**config.mk**
```make
export PLATFORM = sky130hd
export DESIGN_NAME = mips_multicycle_ctrl
export DESIGN_NICKNAME = d
export VERILOG_FILES = /design/src/rtl/mips_multicycle_ctrl.sv
export SDC_FILE = /design/constraint.sdc
export NUM_CORES = 1
export LEC_CHECK = 0
export BUFFER_PORTS_ARGS = -buffer_cell sky130_fd_sc_hd__buf_2
export CAP_MARGIN = 10
export CORE_MARGIN = 3
export CORE_UTILIZATION = 47
export CTS_CLUSTER_SIZE = 10
export DETAILED_ROUTE_END_ITERATION = 8
export GPL_TIMING_DRIVEN = 0
export PLACE_DENSITY = 0.85
export SYNTH_ARGS = -nofsm -noshare
export SYNTH_HDL_FRONTEND = slang
export SYNTH_SLANG_ARGS = --single-unit
```
**constraint.sdc**
```tcl
create_clock -name clk -period 2 [get_ports clk]
set_clock_uncertainty 0.1 [all_clocks]
set_input_delay 0.3 -clock clk [delete_from_list [all_inputs] [get_ports clk]]
set_output_delay 0.3 -clock clk [all_outputs]
set_load 0.02 [all_outputs]
```
**src/rtl/mips_multicycle_ctrl.sv**
```systemverilog
// Multi-cycle MIPS main control FSM: sequences fetch/decode/execute/memory/write-back,
// drives datapath selects and alu_op, and traps on illegal opcodes or memory timeouts.
module mips_multicycle_ctrl #(
  parameter int unsigned MEM_TIMEOUT = 255
) (
  input  logic       clk,
  input  logic       rst_n,
  input  logic [5:0] opcode,
  input  logic       mem_ready,
  output logic       pc_write,
  output logic       pc_write_cond,
  output logic [1:0] pc_src,
  output logic       iord,
  output logic       mem_read,
  output logic       mem_write,
  output logic       ir_write,
  output logic       reg_dst,
  output logic       mem_to_reg,
  output logic       reg_write,
  output logic       alu_src_a,
  output logic [1:0] alu_src_b,
  output logic       imm_zext,
  output logic [3:0] alu_op,
  output logic       illegal,
  output logic       bus_err,
  output logic [3:0] state
);

  localparam int unsigned CNT_W   = 8;
  localparam int unsigned STATE_W = 4;
  localparam int unsigned OP_W    = 6;

  localparam logic             WD_EN  = (MEM_TIMEOUT != 0);
  localparam logic [CNT_W-1:0] WD_MAX = CNT_W'(MEM_TIMEOUT);

  localparam logic [OP_W-1:0] OP_RTYPE = 6'b000000;
  localparam logic [OP_W-1:0] OP_J     = 6'b000010;
  localparam logic [OP_W-1:0] OP_BEQ   = 6'b000100;
  localparam logic [OP_W-1:0] OP_BNE   = 6'b000101;
  localparam logic [OP_W-1:0] OP_ADDI  = 6'b001000;
  localparam logic [OP_W-1:0] OP_ADDIU = 6'b001001;
  localparam logic [OP_W-1:0] OP_ANDI  = 6'b001100;
  localparam logic [OP_W-1:0] OP_ORI   = 6'b001101;
  localparam logic [OP_W-1:0] OP_XORI  = 6'b001110;
  localparam logic [OP_W-1:0] OP_LUI   = 6'b001111;
  localparam logic [OP_W-1:0] OP_LW    = 6'b100011;
  localparam logic [OP_W-1:0] OP_SW    = 6'b101011;

  typedef enum logic [STATE_W-1:0] {
    S_RESET     = 4'd0,
    S_FETCH     = 4'd1,
    S_DECODE    = 4'd2,
    S_MEM_ADDR  = 4'd3,
    S_MEM_READ  = 4'd4,
    S_MEM_WB    = 4'd5,
    S_MEM_WRITE = 4'd6,
    S_R_EXEC    = 4'd7,
    S_R_WB      = 4'd8,
    S_I_EXEC    = 4'd9,
    S_I_WB      = 4'd10,
    S_BRANCH    = 4'd11,
    S_JUMP      = 4'd12,
    S_TRAP      = 4'd13
  } state_e;

  state_e           state_q, state_d;
  logic [CNT_W-1:0] cnt_q, cnt_d;
  logic             illegal_q, illegal_d;
  logic             bus_err_q, bus_err_d;
  logic             wd_expired;
  logic             in_mem_state;

  assign wd_expired   = WD_EN && (cnt_q == WD_MAX);
  assign in_mem_state = (state_q == S_FETCH) || (state_q == S_MEM_READ) ||
                        (state_q == S_MEM_WRITE);

  // Next-state, sticky flags and control outputs decoded from the current state
  always_comb begin
    state_d       = state_q;
    illegal_d     = illegal_q;
    bus_err_d     = bus_err_q;
    pc_write      = 1'b0;
    pc_write_cond = 1'b0;
    pc_src        = 2'b00;
    iord          = 1'b0;
    mem_read      = 1'b0;
    mem_write     = 1'b0;
    ir_write      = 1'b0;
    reg_dst       = 1'b0;
    mem_to_reg    = 1'b0;
    reg_write     = 1'b0;
    alu_src_a     = 1'b0;
    alu_src_b     = 2'b00;
    imm_zext      = 1'b0;
    alu_op        = 4'b0000;

    case (state_q)
      S_RESET: state_d = S_FETCH;

      S_FETCH: begin
        mem_read  = 1'b1;
        alu_src_b = 2'b01;
        ir_write  = mem_ready;
        pc_write  = mem_ready;
        if (mem_ready) begin
          state_d = S_DECODE;
        end else if (wd_expired) begin
          bus_err_d = 1'b1;
          state_d   = S_TRAP;
        end
      end

      S_DECODE: begin
        alu_src_b = 2'b11;
        case (opcode)
          OP_RTYPE:                      state_d = S_R_EXEC;
          OP_LW, OP_SW:                  state_d = S_MEM_ADDR;
          OP_BEQ, OP_BNE:                state_d = S_BRANCH;
          OP_J:                          state_d = S_JUMP;
          OP_ADDI, OP_ADDIU, OP_ANDI,
          OP_ORI, OP_XORI, OP_LUI:       state_d = S_I_EXEC;
          default: begin
            illegal_d = 1'b1;
            state_d   = S_TRAP;
          end
        endcase
      end

      S_MEM_ADDR: begin
        alu_src_a = 1'b1;
        alu_src_b = 2'b10;
        state_d   = (opcode == OP_LW) ? S_MEM_READ : S_MEM_WRITE;
      end

      S_MEM_READ: begin
        mem_read = 1'b1;
        iord     = 1'b1;
        if (mem_ready) begin
          state_d = S_MEM_WB;
        end else if (wd_expired) begin
          bus_err_d = 1'b1;
          state_d   = S_TRAP;
        end
      end

      S_MEM_WB: begin
        reg_write  = 1'b1;
        mem_to_reg = 1'b1;
        state_d    = S_FETCH;
      end

      S_MEM_WRITE: begin
        mem_write = 1'b1;
        iord      = 1'b1;
        if (mem_ready) begin
          state_d = S_FETCH;
        end else if (wd_expired) begin
          bus_err_d = 1'b1;
          state_d   = S_TRAP;
        end
      end

      S_R_EXEC: begin
        alu_src_a = 1'b1;
        alu_op    = 4'b1000;
        state_d   = S_R_WB;
      end

      S_R_WB: begin
        reg_write = 1'b1;
        reg_dst   = 1'b1;
        state_d   = S_FETCH;
      end

      S_I_EXEC: begin
        alu_src_a = 1'b1;
        alu_src_b = 2'b10;
        case (opcode)
          OP_ADDI, OP_ADDIU: alu_op = 4'b0001;
          OP_ANDI:           alu_op = 4'b0010;
          OP_ORI:            alu_op = 4'b0011;
          OP_XORI:           alu_op = 4'b0101;
          OP_LUI:            alu_op = 4'b0111;
          default:           alu_op = 4'b0000;
        endcase
        imm_zext = (opcode == OP_ANDI) || (opcode == OP_ORI) || (opcode == OP_XORI);
        state_d  = S_I_WB;
      end

      S_I_WB: begin
        reg_write = 1'b1;
        state_d   = S_FETCH;
      end

      S_BRANCH: begin
        alu_src_a     = 1'b1;
        alu_op        = (opcode == OP_BNE) ? 4'b0110 : 4'b0100;
        pc_write_cond = 1'b1;
        pc_src        = 2'b01;
        state_d       = S_FETCH;
      end

      S_JUMP: begin
        pc_write = 1'b1;
        pc_src   = 2'b10;
        state_d  = S_FETCH;
      end

      S_TRAP:  state_d = S_TRAP;
      default: state_d = S_TRAP;
    endcase

    // Wait counter restarts on every state change and saturates while waiting
    cnt_d = cnt_q;
    if (state_d != state_q) begin
      cnt_d = '0;
    end else if (in_mem_state && !mem_ready && (cnt_q != {CNT_W{1'b1}})) begin
      cnt_d = cnt_q + CNT_W'(1);
    end
  end

  always_ff @(posedge clk or negedge rst_n) begin
    if (!rst_n) begin
      state_q   <= S_RESET;
      cnt_q     <= '0;
      illegal_q <= 1'b0;
      bus_err_q <= 1'b0;
    end else begin
      state_q   <= state_d;
      cnt_q     <= cnt_d;
      illegal_q <= illegal_d;
      bus_err_q <= bus_err_d;
    end
  end

  assign illegal = illegal_q;
  assign bus_err = bus_err_q;
  assign state   = STATE_W'(state_q);

endmodule

```
==> summary.md <==
| Metric | Value |
|---|---|
| CTS tree | `built` |
| Crit path cell chain | `or2b_4 > nor2_4 > nand4_1 > nand2_1 > o2bb2ai_1 > buf_4` |
| Commonest cells after routing, fill and taps aside | `buf_4, buf_2, nor2_1, dfrtp_1, buf_6` |
| Worst hold path class | `input port to async pin` |
| Setup TNS | `-2.05 ns` |
| Root buf cell | `clkbuf_4` |
| Final net count | `233` |
| Drt drc | `0` |
| Die height | `58.5 µm` |
| Seq/Total Area, Yosys | `0.271` |
| Core area | `0.00254 mm²` |
| Worst Path Required | `1.60 ns` |
| Synth async-reset ratio | `1.00` |
| Failing checks | `negative setup slack` |
| YS warnings | `0` |
| IR drop worst, VDD | `1.37 mV` |
| Finished Core Util | `0.791` |
| # IOs | `34` |
| CP arrival | `1.82 ns` |
| Routed Antenna Nets | `0` |
| Clk pwr share | `0.060` |
| Skew-Pair Late Insertion Delay | `0.30 ns` |
| Tmin final | `2.22 ns` |
| First-pass GRT wire length | `6.74 mm` |
| Critical-path top delay cell | `dfrtp_1` |
| Clock Sinks | `14` |
| Starting Density | `0.509` |
| Maximum Capacitance Violations | `0` |
| Slew HR | `0.647` |
| Reported net switching power | `1.47 mW` |
| Top_reg_cell synth | `dfrtp_1` |
| DPL Wire Length | `2.64 mm` |
| Post-synthesis cell count | `168` |
| Clock-pin slew on the worst setup and hold paths | `0.09 ns` |
| RSZ-0062 raised after global routing | `true` |
| CTS max path bufs | `2` |
| Distinct cells, synth | `53` |
| Post-synth EDFFs | `0` |
| Tot GR Track Use | `0.252` |
| Post-Place Cell Area | `0.00150 mm²` |
| Power Density | `1420 mW/mm²` |
| Fin. Hold Viols | `0` |
| Final slew viol count | `0` |
| Total power | `2.87 mW` |
| Die area | `0.00342 mm²` |
| Synth Cell Area | `0.00129 mm²` |
| Setup Viol. Count Final | `16` |
| Initial antenna violation count | `0` |
| Fmax | `451 MHz` |
| Total iterations of the first detailed-routing run | `4` |
| Combinational power share | `0.801` |
| Seq pwr share | `0.138` |
| Hold WS | `0.305 ns` |
| DR vias/cell | `6.55` |
| Internal power | `1.40 mW` |
| CTS Buf Count | `3` |
| Initial drt markers | `190` |
| Avg Cell Area, Syn | `7.71 µm²` |
| Most common cell after layout, fill and taps aside | `buf_4` |
| Startpoint Class | `flop` |
| Pleak | `0.826 nW` |
| Status | `finished with violations` |
| Final period util | `1.11` |
| Largest net degree at the start of global routing | `15` |
| Buffers added on ports | `30` |
| Crit Path Category | `flop to output port` |
| Overflow left after global routing | `0` |
| Synthesized net count | `178` |
| Vias in the first global route | `1,419` |
| Worst-margin pin slew | `0.529 ns` |
| Wire per inst | `18.5 µm` |
| CP max stage delay | `0.50 ns` |
| Layout cell share with drive strength beyond 1 | `0.446` |
| Yosys reg bits | `14` |
| Rows | `18` |
| Total number of vias | `1,650` |
| Switching part of the total power | `0.513` |
| CTS H-tree depth | `1` |
| P&R area growth vs syn | `55.4%` |
| Fin area | `0.00201 mm²` |
| N_diodes | `0` |
| Max FO, Critical Path | `8` |
| Die X | `58.5 µm` |
| Post-Route WL | `4.66 mm` |
| GPL Wtd Cong | `0.921` |
| Worst setup margin | `-0.216 ns` |
| Worst Setup End Kind | `output port` |
[timing repair]
item	4_1_cts	5_1_grt
buffers inserted	15	5
endpoints found under the hold margin	14	0
pin swaps	5	12
endpoints found under the setup margin	22	24
hold buffers	1	0
resized for setup	38	43
[worst paths after layout]
kind                       startpoint         to  cells after the start  slack (ns)
max                          state[0]  alu_op[1]                      6       -0.22
min                             rst_n   cnt_q[4]                      2        0.31
max reg2reg                  state[2]   cnt_q[0]                      8       -0.18
min reg2reg                   illegal    illegal                      1        0.36
max in group asynchronous       rst_n   state[2]                      2        1.24
min in group clk            opcode[4]    illegal                      3        0.33
[layer usage]
| layer | part of all wire | GRT usage | up-vias |
|---|---|---|---|
| met4 | 0.026 | 0.0728 | 0 |
| li1 | - | - | 748 |
| met5 | 0 | 0 | - |
| met2 | 0.52 | 0.431 | 103 |
| met3 | 0.081 | 0.0329 | 14 |
| met1 | 0.37 | 0.330 | 785 |
[registers in the layout (all words and copies together) (netlist names)]
register  cells
state         4
bus_err       1
illegal       1
cnt_q         8
[layout make-up]
type / instances / area, µm²
Timing Repair Buffer: 51 / 365
Clock buffer: 4 / 26.3
Sequential cell: 14 / 352
Tap cell: 30 / 37.5
Multi-Input combinational cell: 137 / 1120
Buffer: 12 / 91.3
Fill cell: 162 / 533
Inverter: 4 / 15.0
[power groups by stage]
stage | registers, mW | logic (mW) | clock network (mW)
global placement | 0.393 | 1.32 | 0
global route | 0.402 | 2.42 | 0.194
finish | 0.396 | 2.30 | 0.173
floorplan | 0.433 | 0.938 | 0
CTS | 0.386 | 1.83 | 0.174
detailed placement | 0.396 | 1.35 | 0
[synth_stat cells (all sizes together) (2+ instances only)]
cell type / n / area (µm²)
nand3: 5 / 25.0
o211ai: 2 / 15.0
nand4: 5 / 31.3
xor2: 3 / 26.3
nand3b: 3 / 22.5
buf: 3 / 13.8
o21ai: 7 / 35.0
dfrtp: 14 / 350
nor4: 11 / 68.8
xnor2: 5 / 43.8
nor2: 18 / 67.6
and4: 3 / 26.3
a311oi: 2 / 17.5
mux2i: 2 / 20.0
nand2b: 8 / 50.1
nor2b: 3 / 18.8
and2: 2 / 12.5
or2: 3 / 18.8
o22ai: 2 / 12.5
a211oi: 2 / 20.0
nand2: 12 / 45.0
nor3: 8 / 40.0
a21oi: 6 / 30.0
clkbuf: 10 / 37.5
inv: 4 / 15.0
[through the flow]
| stage | instances | worst slack (ns) |
|---|---|---|
| detailed placement | 228 | -0.384 |
| global route | 252 | -0.302 |
| CTS | 247 | -0.141 |
| floorplan | 168 | -0.0383 |
| global placement | 228 | -0.247 |
| finish | 252 | -0.216 |
[worst max-delay path, delay by kind of cell, from the launching register on]
| kind | cells | cell delay (ns) |
|---|---|---|
| compound gates | 1 | 0.12 |
| buf+inv | 1 | 0.16 |
| flops | 1 | 0.50 |
| simple gates | 4 | 0.73 |
[cell families after synthesis]
group	Yosys count	share of synthesized area
DFF	14	0.271
buffers and inverters	17	0.0512
and+or+nand+nor	87	0.369
muxes	2	0.0155
adders and majority gates	1	0.00966
xor gates and xnor gates	8	0.0541
AOI/OAI and AO/OA	39	0.230
Note: power is estimated with default switching activity, not from simulation.
